===== src/rtl/joy_db15_pkg.sv =====
// Shared definitions for the DB15 joystick shift-chain transmitter.
// Contents: default chain geometry, transmitter FSM state type, and the
// button bit positions within one player's button word.
package joy_db15_pkg;

  localparam int unsigned DEFAULT_PLAYER_BITS = 12;
  localparam int unsigned CHAIN_LEN           = 2 * DEFAULT_PLAYER_BITS;

  typedef enum logic [1:0] {
    ST_IDLE,
    ST_LOAD,
    ST_SHIFT,
    ST_DONE
  } db15_tx_state_t;

  // Bit positions inside a player's button word (1 = pressed)
  localparam int unsigned BTN_R  = 0;
  localparam int unsigned BTN_L  = 1;
  localparam int unsigned BTN_D  = 2;
  localparam int unsigned BTN_U  = 3;
  localparam int unsigned BTN_B1 = 4;
  localparam int unsigned BTN_B2 = 5;
  localparam int unsigned BTN_B3 = 6;
  localparam int unsigned BTN_B4 = 7;
  localparam int unsigned BTN_B5 = 8;
  localparam int unsigned BTN_B6 = 9;
  localparam int unsigned BTN_B7 = 10;
  localparam int unsigned BTN_B8 = 11;

endpackage


===== src/rtl/joy_db15_tx_sync_filter.sv =====
// Synchronizer plus glitch filter for one asynchronous control line.
//   clk_i    : system clock
//   reset_i  : synchronous active-high reset (accepted level returns to 1)
//   async_i  : asynchronous input line
//   level_o  : filtered level, changes only after FILT equal samples
//   rise_o   : one-cycle strobe, registered with the accepted 0->1 change
//   fall_o   : one-cycle strobe, registered with the accepted 1->0 change
module sync_filter #(
  parameter int unsigned SYNC_STAGES = 2,
  parameter int unsigned FILT        = 2
) (
  input  logic clk_i,
  input  logic reset_i,
  input  logic async_i,
  output logic level_o,
  output logic rise_o,
  output logic fall_o
);

  localparam int unsigned CW = (FILT > 1) ? $clog2(FILT) : 1;

  logic [SYNC_STAGES-1:0] sync_q;
  logic [CW-1:0]          cnt_q;
  logic                   level_q;
  logic                   rise_q;
  logic                   fall_q;
  logic                   samp;
  logic                   accept;

  assign samp = sync_q[SYNC_STAGES-1];
  // cnt_q counts earlier consecutive differing samples; this one is the FILT-th
  assign accept = (samp != level_q) && (cnt_q == CW'(FILT - 1));

  always_ff @(posedge clk_i) begin
    if (reset_i) begin
      sync_q  <= '1;
      cnt_q   <= '0;
      level_q <= 1'b1;
      rise_q  <= 1'b0;
      fall_q  <= 1'b0;
    end else begin
      sync_q[0] <= async_i;
      for (int unsigned i = 1; i < SYNC_STAGES; i++) begin
        sync_q[i] <= sync_q[i-1];
      end
      rise_q <= accept & samp;
      fall_q <= accept & ~samp;
      if (samp == level_q) begin
        cnt_q <= '0;
      end else if (accept) begin
        level_q <= samp;
        cnt_q   <= '0;
      end else begin
        cnt_q <= cnt_q + 1'b1;
      end
    end
  end

  assign level_o = level_q;
  assign rise_o  = rise_q;
  assign fall_o  = fall_q;

endmodule


===== src/rtl/joy_db15_tx.sv =====
// DB15 joystick shift-chain transmitter: emulates the two-player
// parallel-in/serial-out chain of a DB15 adapter in the clk_sys domain.
//   clk_sys    : system clock
//   reset      : synchronous active-high reset
//   joy_clk    : asynchronous shift clock from the reader
//   joy_load   : asynchronous active-low parallel load from the reader
//   joystick1  : player 1 buttons (1 = pressed), leads the chain MSB first
//   joystick2  : player 2 buttons, follows player 1
//   joy_data   : registered serial data, active-low, 1 when idle/done
//   frame_done : one-cycle pulse on completion of a full chain
//   bit_cnt    : shifts since last load, saturating at 2*PLAYER_BITS
module joy_db15_tx
  import joy_db15_pkg::*;
#(
  parameter int unsigned PLAYER_BITS = DEFAULT_PLAYER_BITS,
  parameter int unsigned SYNC_STAGES = 2,
  parameter int unsigned FILT        = 2
) (
  input  logic                   clk_sys,
  input  logic                   reset,
  input  logic                   joy_clk,
  input  logic                   joy_load,
  input  logic [PLAYER_BITS-1:0] joystick1,
  input  logic [PLAYER_BITS-1:0] joystick2,
  output logic                   joy_data,
  output logic                   frame_done,
  output logic [4:0]             bit_cnt
);

  localparam int unsigned CHAIN     = 2 * PLAYER_BITS;
  localparam logic [4:0]  CHAIN_CNT = 5'(CHAIN);

  logic clk_f, clk_rise, clk_fall;
  logic load_f, load_rise, load_fall;
  logic unused_edges;

  sync_filter #(.SYNC_STAGES(SYNC_STAGES), .FILT(FILT)) u_clk_filt (
    .clk_i   (clk_sys),
    .reset_i (reset),
    .async_i (joy_clk),
    .level_o (clk_f),
    .rise_o  (clk_rise),
    .fall_o  (clk_fall)
  );

  sync_filter #(.SYNC_STAGES(SYNC_STAGES), .FILT(FILT)) u_load_filt (
    .clk_i   (clk_sys),
    .reset_i (reset),
    .async_i (joy_load),
    .level_o (load_f),
    .rise_o  (load_rise),
    .fall_o  (load_fall)
  );

  // The FSM works from the load level and the clock rise strobe only
  assign unused_edges = ^{clk_f, clk_fall, load_rise, load_fall};

  db15_tx_state_t   state_q, state_d;
  logic [CHAIN-1:0] sreg_q, sreg_d;
  logic [4:0]       cnt_q, cnt_d;
  logic             data_q, data_d;
  logic             done_q, done_d;
  logic [CHAIN-1:0] chain;

  assign chain = ~{joystick1, joystick2};

  always_comb begin
    state_d = state_q;
    sreg_d  = sreg_q;
    cnt_d   = cnt_q;
    done_d  = 1'b0;
    // Load level has priority over everything, so a clock rise in the
    // same cycle as the load fall never shifts.
    if (!load_f) begin
      state_d = ST_LOAD;
      sreg_d  = chain;
      cnt_d   = '0;
    end else begin
      unique case (state_q)
        ST_LOAD:  state_d = ST_SHIFT;
        ST_SHIFT: begin
          if (cnt_q == CHAIN_CNT) begin
            state_d = ST_DONE;
            done_d  = 1'b1;
          end else if (clk_rise) begin
            sreg_d = {sreg_q[CHAIN-2:0], 1'b1};
            cnt_d  = cnt_q + 5'd1;
          end
        end
        default: ;
      endcase
    end
    data_d = ((state_d == ST_LOAD) || (state_d == ST_SHIFT)) ? sreg_d[CHAIN-1] : 1'b1;
  end

  always_ff @(posedge clk_sys) begin
    if (reset) begin
      state_q <= ST_IDLE;
      sreg_q  <= '1;
      cnt_q   <= '0;
      data_q  <= 1'b1;
      done_q  <= 1'b0;
    end else begin
      state_q <= state_d;
      sreg_q  <= sreg_d;
      cnt_q   <= cnt_d;
      data_q  <= data_d;
      done_q  <= done_d;
    end
  end

  assign joy_data   = data_q;
  assign frame_done = done_q;
  assign bit_cnt    = cnt_q;

endmodule


===== config.mk =====
export PLATFORM = sky130hd
export DESIGN_NAME = joy_db15_tx
export DESIGN_NICKNAME = d
export VERILOG_FILES = /design/src/rtl/joy_db15_pkg.sv /design/src/rtl/joy_db15_tx_sync_filter.sv /design/src/rtl/joy_db15_tx.sv
export SDC_FILE = /design/constraint.sdc
export NUM_CORES = 1
export LEC_CHECK = 0
export CORE_ASPECT_RATIO = 0.6
export CORE_UTILIZATION = 54
export DETAILED_ROUTE_END_ITERATION = 10
export PLACE_DENSITY_LB_ADDON = 0.2
export SLEW_MARGIN = 10
export SYNTH_ARGS = -nofsm -noshare
export SYNTH_HDL_FRONTEND = slang
export SYNTH_SLANG_ARGS = --single-unit

===== constraint.sdc =====
create_clock -name clk_sys -period 2.7 [get_ports clk_sys]
set_input_delay 0.54 -clock clk_sys [delete_from_list [all_inputs] [get_ports clk_sys]]
set_output_delay 0.54 -clock clk_sys [all_outputs]
set_load 0.03 [all_outputs]

Word-level counts from Yosys, hierarchy flattened

Index checks and enable logic that the tools add are counted.

Register bits after elaboration: 42
Bits of input ports: 28
Output and inout bits: 7
Word-level logic and storage cells: 56

Add/subtract/negate cells: 3
Equality and inequality tests: 12
Muxes and demuxes: 8
Bitwise gates (word level): 8
Reduce and logical (&&, ||, !) cells: 12

Operators by type and width:

| kind                                                            | number |
|---|---|
| 24-bit 2-to-1 mux                                               | 4 |
| 24-bit inverter                                                 | 1 |
| 3-bit OR reduction                                              | 3 |
| 2-bit inequality test, second input constant                    | 3 |
| 1-bit inverter                                                  | 6 |
| 3-bit AND reduction                                             | 2 |
| 5-bit by 1-bit adder with 5-bit output, second input constant   | 1 |
| 5-bit == test, second input constant                            | 1 |
| 2-bit by 1-bit == test with 1-bit output, second input constant | 2 |
| 2-bit == test, second input constant                            | 2 |
| 2-bit 2-to-1 mux                                                | 2 |
| 2-bit one-hot mux with 2 select lines                           | 1 |
| 2-bit AND reduction                                             | 2 |
| 2-bit OR reduction                                              | 2 |
| 1-bit adder, second input constant                              | 2 |
| 1-bit == test                                                   | 2 |
| 1-bit logical AND                                               | 2 |
| 1-bit inequality test                                           | 2 |
| 1-bit AND                                                       | 1 |
| 1-bit logical OR                                                | 1 |
| 1-bit 2-to-1 mux                                                | 1 |

Longest topological paths before layout

Gate-level depths: netlist (run 1).

Depth in word-level cells: 8
Gate-level depth with buffers: 8

Hierarchy

A second synthesis (run 1) with hierarchy kept.

Cell total of the unflattened synthesis: 178
Area, all modules: 1886.8 sq um

Modules (own cells, without submodules):

| module      | instances | cells each | area each (sq um) |
|---|---|---|---|
| joy_db15_tx | 1         | 150        | 1503.9 |
| sync_filter | 2         | 14         | 191.4 |

Worst setup path after synthesis (run 1)

Ideal clock, no wire load.

Path type: flip-flop to flip-flop
From: register cnt_q[0] (netlist: bit_cnt[0])
To: register sreg_q[20]
Setup time: 133 ps
Arrival time: 1720 ps
Required time: 2567 ps
Path slack: 847 ps
Stages on the path, launching flop included: 9
Buffers on the path: 2
Period minus slack after synthesis: 1853 ps
Cell sequence: dfxtp_1 inv_1 ha_1 nand4b_4 and3_4 buf_6 buf_4 mux2i_1 a21oi_1

Word-level cells in the longest chain between the ends: 3

Ends and longest elaborated chain:

| item                                   | line               | text |
|---|---|---|
| from (decl)                            | joy_db15_tx.sv:60  | `logic [4:0] cnt_q, cnt_d;` |
| from (signal assigned)                 | joy_db15_tx.sv:106 | `cnt_q <= cnt_d;` |
| 5-bit == test                          | joy_db15_tx.sv:82  | `if (cnt_q == CHAIN_CNT) begin` |
| 2-bit inequality test (no source line) | n/a                |  |
| 3-bit AND reduction (no source line)   | n/a                |  |
| to (signal assigned)                   | joy_db15_tx.sv:105 | `sreg_q <= sreg_d;` |
| to (decl)                              | joy_db15_tx.sv:59  | `logic [CHAIN-1:0] sreg_q, sreg_d;` |

Every way passes these cells.
A chain may end at the register's enable or synchronous reset.

Final worst setup path (run 1)

From: register cnt_q[3] (netlist: bit_cnt[3])
To: output port bit_cnt[3]

RTL lines:

| item      | line              | text |
|---|---|---|
| to (decl) | joy_db15_tx.sv:27 | `output logic [4:0] bit_cnt` |

No word-level cell between the ends.

==> metrics, run 1 <==
worst-skew pair later-pin latency=~0.29 ns; Final Util=74.5%; leakage=0.747 nW; post-synthesis xor/xnor area fraction=3.50%; Layout Nets=235; Slew HR=69.9%; crit-path cells=clkdlybuf4s50_1; final hold vios=0; Tightest Hold Check Type=reg -> reg; num ports=35; post-synthesis mux area share=between 10% and 20%; total of max-cap violations=0; commonest non-fill, non-tap cells in the layout=dfxtp_1, clkdlybuf4s50_1, mux2i_1, nor3b_1, a21oi_1; Layout area overhead=26.8%; Placer Congestion=0.805; Via density=5.35; Unique masters post-synth=29; worst vdd ir=about 350 uV; Final Max Slew Viols=0; Max Fanout on Critical Path=4; Fmax achieved=slightly above 0.5 GHz; DRT Pass-1 Iters=4; initial antenna violation count=0; num rows=15; setup_tns=0 ns; number of port buffers=34; final setup vio count=0; RSZ-0062 raised after global routing=false; clk sinks=42; Post-Route WL=between 3000 and 4000 um; worst clock skew=around 0.0057 ns; Buf+Inv Stages, Crit Path=1; die height=around 46 um; sequential element share of the synthesized area=48.0%; Initial Util=58.7%; dpl ws=~0.80 ns; Ant. Diodes=0; number of synthesized flops with an enable pin=0; Post-CTS Setup Inserts=0; Slowest-stage cell, CP=clkdlybuf4s50_1; total track usage=22.6%; Synth top area share=48.0%; Resized Gates After CTS=0; CTS tree=yes; crit start category=flip-flop; CTS Root Cell=clkbuf_8; syn nets=199; DR DRC count=0; Setup CP Type=reg -> out; post-route clock period utilization=73.5%; vias after detailed routing=1,316; total global routing overflow=0; Setup crit end kind=output port; H-tree levels=2; share of cells above drive strength 1=8.82%; CTS Hold Bufs=0; core area=just under 3000 um^2; Syn Std Cell Area=1750 um^2; Die Area=about 3500 um^2; status=complete, no violations; Pwr per Cell Area=535 nW/um^2; Initial DRC Count=38; largest net degree at the start of global routing=30; Least-Margin Pin Slew=0.452 ns; CTS max path bufs=2; Data required, critical path=~2.2 ns; Adder-Cell Fraction of Synth Area=2.86%; Cells after Synth=167; Finished Cell Area=2220 um^2; CTS Buf Count=5; post-synthesis simple-gate area fraction=around 18%; Synth warnings=0; dominant cell type by area after synthesis=dfxtp_1; Syn Area/Cell=between 10 and 15 um^2; clock-pin slew on the worst setup and hold paths=0.08 ns; #FFs+latches synth=42; DR WL/cell=14.6 um; top post-synthesis cells by area=dfxtp_1, mux2i_1, nor3b_1; max incr delay on CP=0.71 ns; Main synth FF type=dfxtp_1; largest family of logic cells by synthesized area=simple AND/OR/NAND/NOR gates; DP HPWL=between 2000 and 2500 um; die width=75.6 um; Pwr Total=1.19 mW; CP arrival=around 1.5 ns; Final WS setup=0.714 ns; commonest non-fill, non-tap cell in the layout=dfxtp_1; vias in the first global route=1,197; first-pass GRT wire length=5570 um; crit path time final=1.99 ns; Post-synth ARST share=0%; dpl cell area=2130 um^2; dominant delay contributor by cell family on the critical path=buffers and inverters; ANT nets after route=0; fraction of the mapped netlist area in compound gates=9.99%
==> registers in the layout (all words and copies together), names as in the netlist <==
name and flops:
u_clk_filt.cnt_q 1, state_q 2, u_load_filt.cnt_q 1, u_clk_filt.sync_q 2, joy_data 1, u_clk_filt.level_o 1
sreg_q 24, u_load_filt.level_o 1, u_load_filt.sync_q 2, u_clk_filt.rise_o 1, bit_cnt 5, frame_done 1
==> synth_stat cells, types with 3 or more instances <==
| cell | number |
|---|---|
| a21oi_1 | 16 |
| a22oi_1 | 7 |
| clkbuf_1 | 7 |
| dfxtp_1 | 42 |
| ha_1 | 4 |
| inv_1 | 4 |
| mux2i_1 | 24 |
| nand2_1 | 3 |
| nor2_1 | 8 |
| nor2b_1 | 4 |
| nor3b_1 | 17 |
| or2_2 | 4 |
| xnor2_1 | 5 |
==> routing by layer <==
layer | global-route usage (%) | share of wire, %
met3 | 5.91 | 3.4
met5 | 0 | 0
met4 | 7.78 | 0.98
met1 | 29.5 | 49
met2 | 36.8 | 46
==> metrics by stage <==
| stage | std cells | hold slack, ns |
|---|---|---|
| floorplan | 167 | 0.389 |
| global placement | 238 | 0.394 |
| detailed placement | 238 | 0.403 |
| CTS | 246 | 0.424 |
| global route | 246 | 0.436 |
| finish | 246 | 0.421 |
==> where the power goes <==
group          total (mW)  switching (mW)  internal [mW]  leakage (nW)
sequential          0.658          0.0144          0.644         0.342
clock               0.412           0.205          0.206        0.0482
combinational       0.120          0.0498         0.0699         0.357
total                1.19           0.270          0.920         0.747
==> final cells by class <==
class | instances | area, um^2
flip-flops and latches | 42 | 841
well taps | 42 | 52.6
multi-input cells | 111 | 845
fillers | 222 | 762
clock inverters | 1 | 5.00
repair buffers | 39 | 378
clock buffers | 7 | 86.3
inverters | 4 | 15.0
==> cells by family after synthesis <==
| group | count (synthesis) |
|---|---|
| DFF | 42 |
| muxes | 24 |
| buffers and inverters | 14 |
| xor gates and xnor gates | 7 |
| and+or+nand+nor | 48 |
| adders and majority gates | 4 |
| AOI/OAI and AO/OA | 28 |
==> final timing paths <==
check | from | to | slack, ns | depth (start not counted)
hold reg to reg | u_clk_filt.sync_q[0]$_SDFF_PP1_ | u_clk_filt.sync_q[1]$_SDFF_PP1_ | 0.42 | 1
setup / recovery | bit_cnt[3]$_SDFFE_PP0P_ | bit_cnt[3] | 0.71 | 1
setup reg to reg | bit_cnt[0]$_SDFFE_PP0P_ | sreg_q[1]$_SDFFE_PP1P_ | 0.82 | 6
hold / removal | u_clk_filt.sync_q[0]$_SDFF_PP1_ | u_clk_filt.sync_q[1]$_SDFF_PP1_ | 0.42 | 1
Note: power is estimated with default switching activity, not from simulation.
==> run 2, diff against run 1 <==
CORE_UTILIZATION = 45   (was 54)
clock period = 1.7 ns   (was 2.7 ns; I/O delays follow)
==> run 2 against run 1 <==
  * Flip-flop and latch count unchanged
  * Die area increased by 19%
  * Non-clock buffer count increased by 2
  * Setup slack got worse by 0.62 ns
  * Routed wire length decreased by 7.5%
  * Clock-buffer cell count unchanged
  * Sequential share of layout area decreased by 1.0 points
  * Combinational power increased by 58%
  * Sequential power increased by 60%
  * Utilization decreased by 12 points
  * Cell area increased by 4.1%
  * Critical path type is now reg -> reg
  * Largest power group unchanged
  * Highest routed layer unchanged
==> metrics, run 2 (synthesis gave the netlist of run 1 again) <==
Final WS setup=0.0920 ns (-0.622 ns); crit start category=flip-flop; leakage=0.842 nW (+13%); length of routed met3 wiring=195 um (+61%); Post-CTS Setup Inserts=0 (unchanged); num ports=35 (unchanged); Largest register FFs=24 (unchanged); worst-skew pair later-pin latency=0.29 ns (about the same); commonest non-fill, non-tap cell in the layout=dfxtp_1; Tightest Hold Check Type=reg -> reg; dominant delay contributor by cell family on the critical path=simple AND/OR/NAND/NOR gates; total of max-cap violations=0 (unchanged); Final Max Slew Viols=0 (unchanged); CP arrival=1.79 ns (+0.34 ns); Placer Congestion=0.691 (-14%); total global routing overflow=0 (unchanged); Initial Util=47.4% (-11 points); Least-Margin Pin Slew=0.362 ns (-0.0898 ns); share of cells above drive strength 1=13.2% (+4.3 points); DR WL/cell=13.2 um (-9.7%); commonest non-fill, non-tap cells in the layout=dfxtp_1, clkdlybuf4s50_1, mux2i_1, nor3b_1, a21oi_1; final hold vios=0 (unchanged); RSZ-0062 raised after global routing=false; CTS max path bufs=2 (unchanged); placed insts=245 (+2.9%); ANT nets after route=0 (unchanged); core area=3700 um^2 (+24%); CTS Root Cell=clkbuf_8; number of port buffers=34 (unchanged); vias after detailed routing=1,295 (-1.6%); Slew HR=75.8% (+6.0 points); Biggest register=sreg_q; die width=82.6 um (+9.3%); CTS Buf Count=5 (unchanged); Max Fanout on Critical Path=5 (+1); post-route clock period utilization=94.6%; routed length on met1=1670 um (-5.5%); Via density=5.14 (-3.9%); Final Instance Count excl. Fillers=252 (+2.4%); Slowest-stage cell, CP=or3_1; Fmax achieved=0.622 GHz; Top Metal Used=met4; worst vdd ir=633 uV (+80%); clk sinks=42 (unchanged); clock-pin slew on the worst setup and hold paths=0.07 ns (about the same); Die Area=4160 um^2 (+19%); area used by multi-input combinational logic=857 um^2 (+1.5%); DRT Pass-1 Iters=4 (unchanged); DP HPWL=2440 um (-2.1%); Setup CP Type=reg -> reg; Pwr per Cell Area=847 nW/um^2 (+58%); Setup crit end kind=flip-flop; total track usage=17.5% (-5.1 points); Layout Nets=237 (+0.85%); H-tree levels=2 (unchanged); initial antenna violation count=0 (unchanged); crit-path cells=inv_2 -> ha_4 -> nand4b_4 -> and3_4 -> or3_1 -> a32o_1; first-pass GRT wire length=5270 um (-5.3%); die height=50.3 um (+9.1%); status=complete, no violations; Fillers=317 (+43%); worst clock skew=0.00321 ns (-0.00250 ns); setup_tns=0 ns (unchanged); Initial DRC Count=33 (-13%); dpl ws=0.0975 ns (-0.701 ns); Data required, critical path=1.88 ns (-0.28 ns); largest net degree at the start of global routing=27 (-10%); crit path time final=1.61 ns; Ant. Diodes=0 (unchanged); sequential cell area=851 um^2 (+1.2%); max incr delay on CP=0.39 ns (-0.32 ns); Post-Route WL=3320 um (-7.5%); Buf+Inv Stages, Crit Path=1 (unchanged); Fin Hold WS=0.410 ns (-0.0110 ns); CTS tree=yes; vias in the first global route=1,184 (-1.1%); num rows=17 (+2); Pwr Total=1.96 mW (+65%); Layout area overhead=31.9%; final setup vio count=0 (unchanged); DR DRC count=0 (unchanged); WL met2=1420 um (-15%)
[run 2: changes by cell type in the layout (fill, tap and decap cells not counted), sizes merged]
| cell | previous run | this run |
|---|---|---|
| clkdlybuf4s50 | 34 | 29 |
| dlymetal6s2s | 0 | 3 |
| buf | 5 | 7 |
| dlygate4sd2 | 0 | 2 |
| clkinv | 1 | 0 |
[run 2: final timing paths]
path / start / end / slack (ns) / cells after the start
max: bit_cnt[1]$_SDFFE_PP0P_ / joy_data$_SDFF_PP1_ / 0.09 / 6
min: u_clk_filt.sync_q[0]$_SDFF_PP1_ / u_clk_filt.sync_q[1]$_SDFF_PP1_ / 0.41 / 1
min reg2reg: u_clk_filt.sync_q[0]$_SDFF_PP1_ / u_clk_filt.sync_q[1]$_SDFF_PP1_ / 0.41 / 1
max reg2reg: bit_cnt[1]$_SDFFE_PP0P_ / joy_data$_SDFF_PP1_ / 0.09 / 6
[run 2: layout make-up]
| type | count | share of cell area (%) |
|---|---|---|
| tap | 47 | 2.54 |
| sequential | 42 | 36.8 |
| timing repair buffer | 41 | 18.3 |
| clock buffer | 7 | 4.65 |
| multi-input combinational | 111 | 37.1 |
| inverter | 4 | 0.649 |
[run 2: what timing repair did]
action | in CTS | in global routing
endpoints found under the setup margin | 2 | 3
pin swaps | 0 | 0
hold buffers | 0 | 0
resized for setup | 2 | 3
[run 2: report_power, final]
part           switching (mW)  internal, mW  leakage, nW
Combinational          0.0729         0.117        0.442
Sequential             0.0266          1.02        0.345
Clock                   0.312         0.410       0.0555
Total                   0.412          1.55        0.842
[run 2: metal layers]
metal / up-vias / global-route usage [%]
met5: - / 0
met4: 0 / 7.76
met3: 5 / 6.73
met2: 29 / 25.3
met1: 597 / 23.0
li1: 664 / -
[run 2: metrics by stage]
step	utilization (%)	area, um^2
after CTS	62.3	2300
after global placement	59.4	2200
after floorplan	-	1780
after global routing	62.5	2310
final	62.5	2310
after detailed placement	59.4	2200
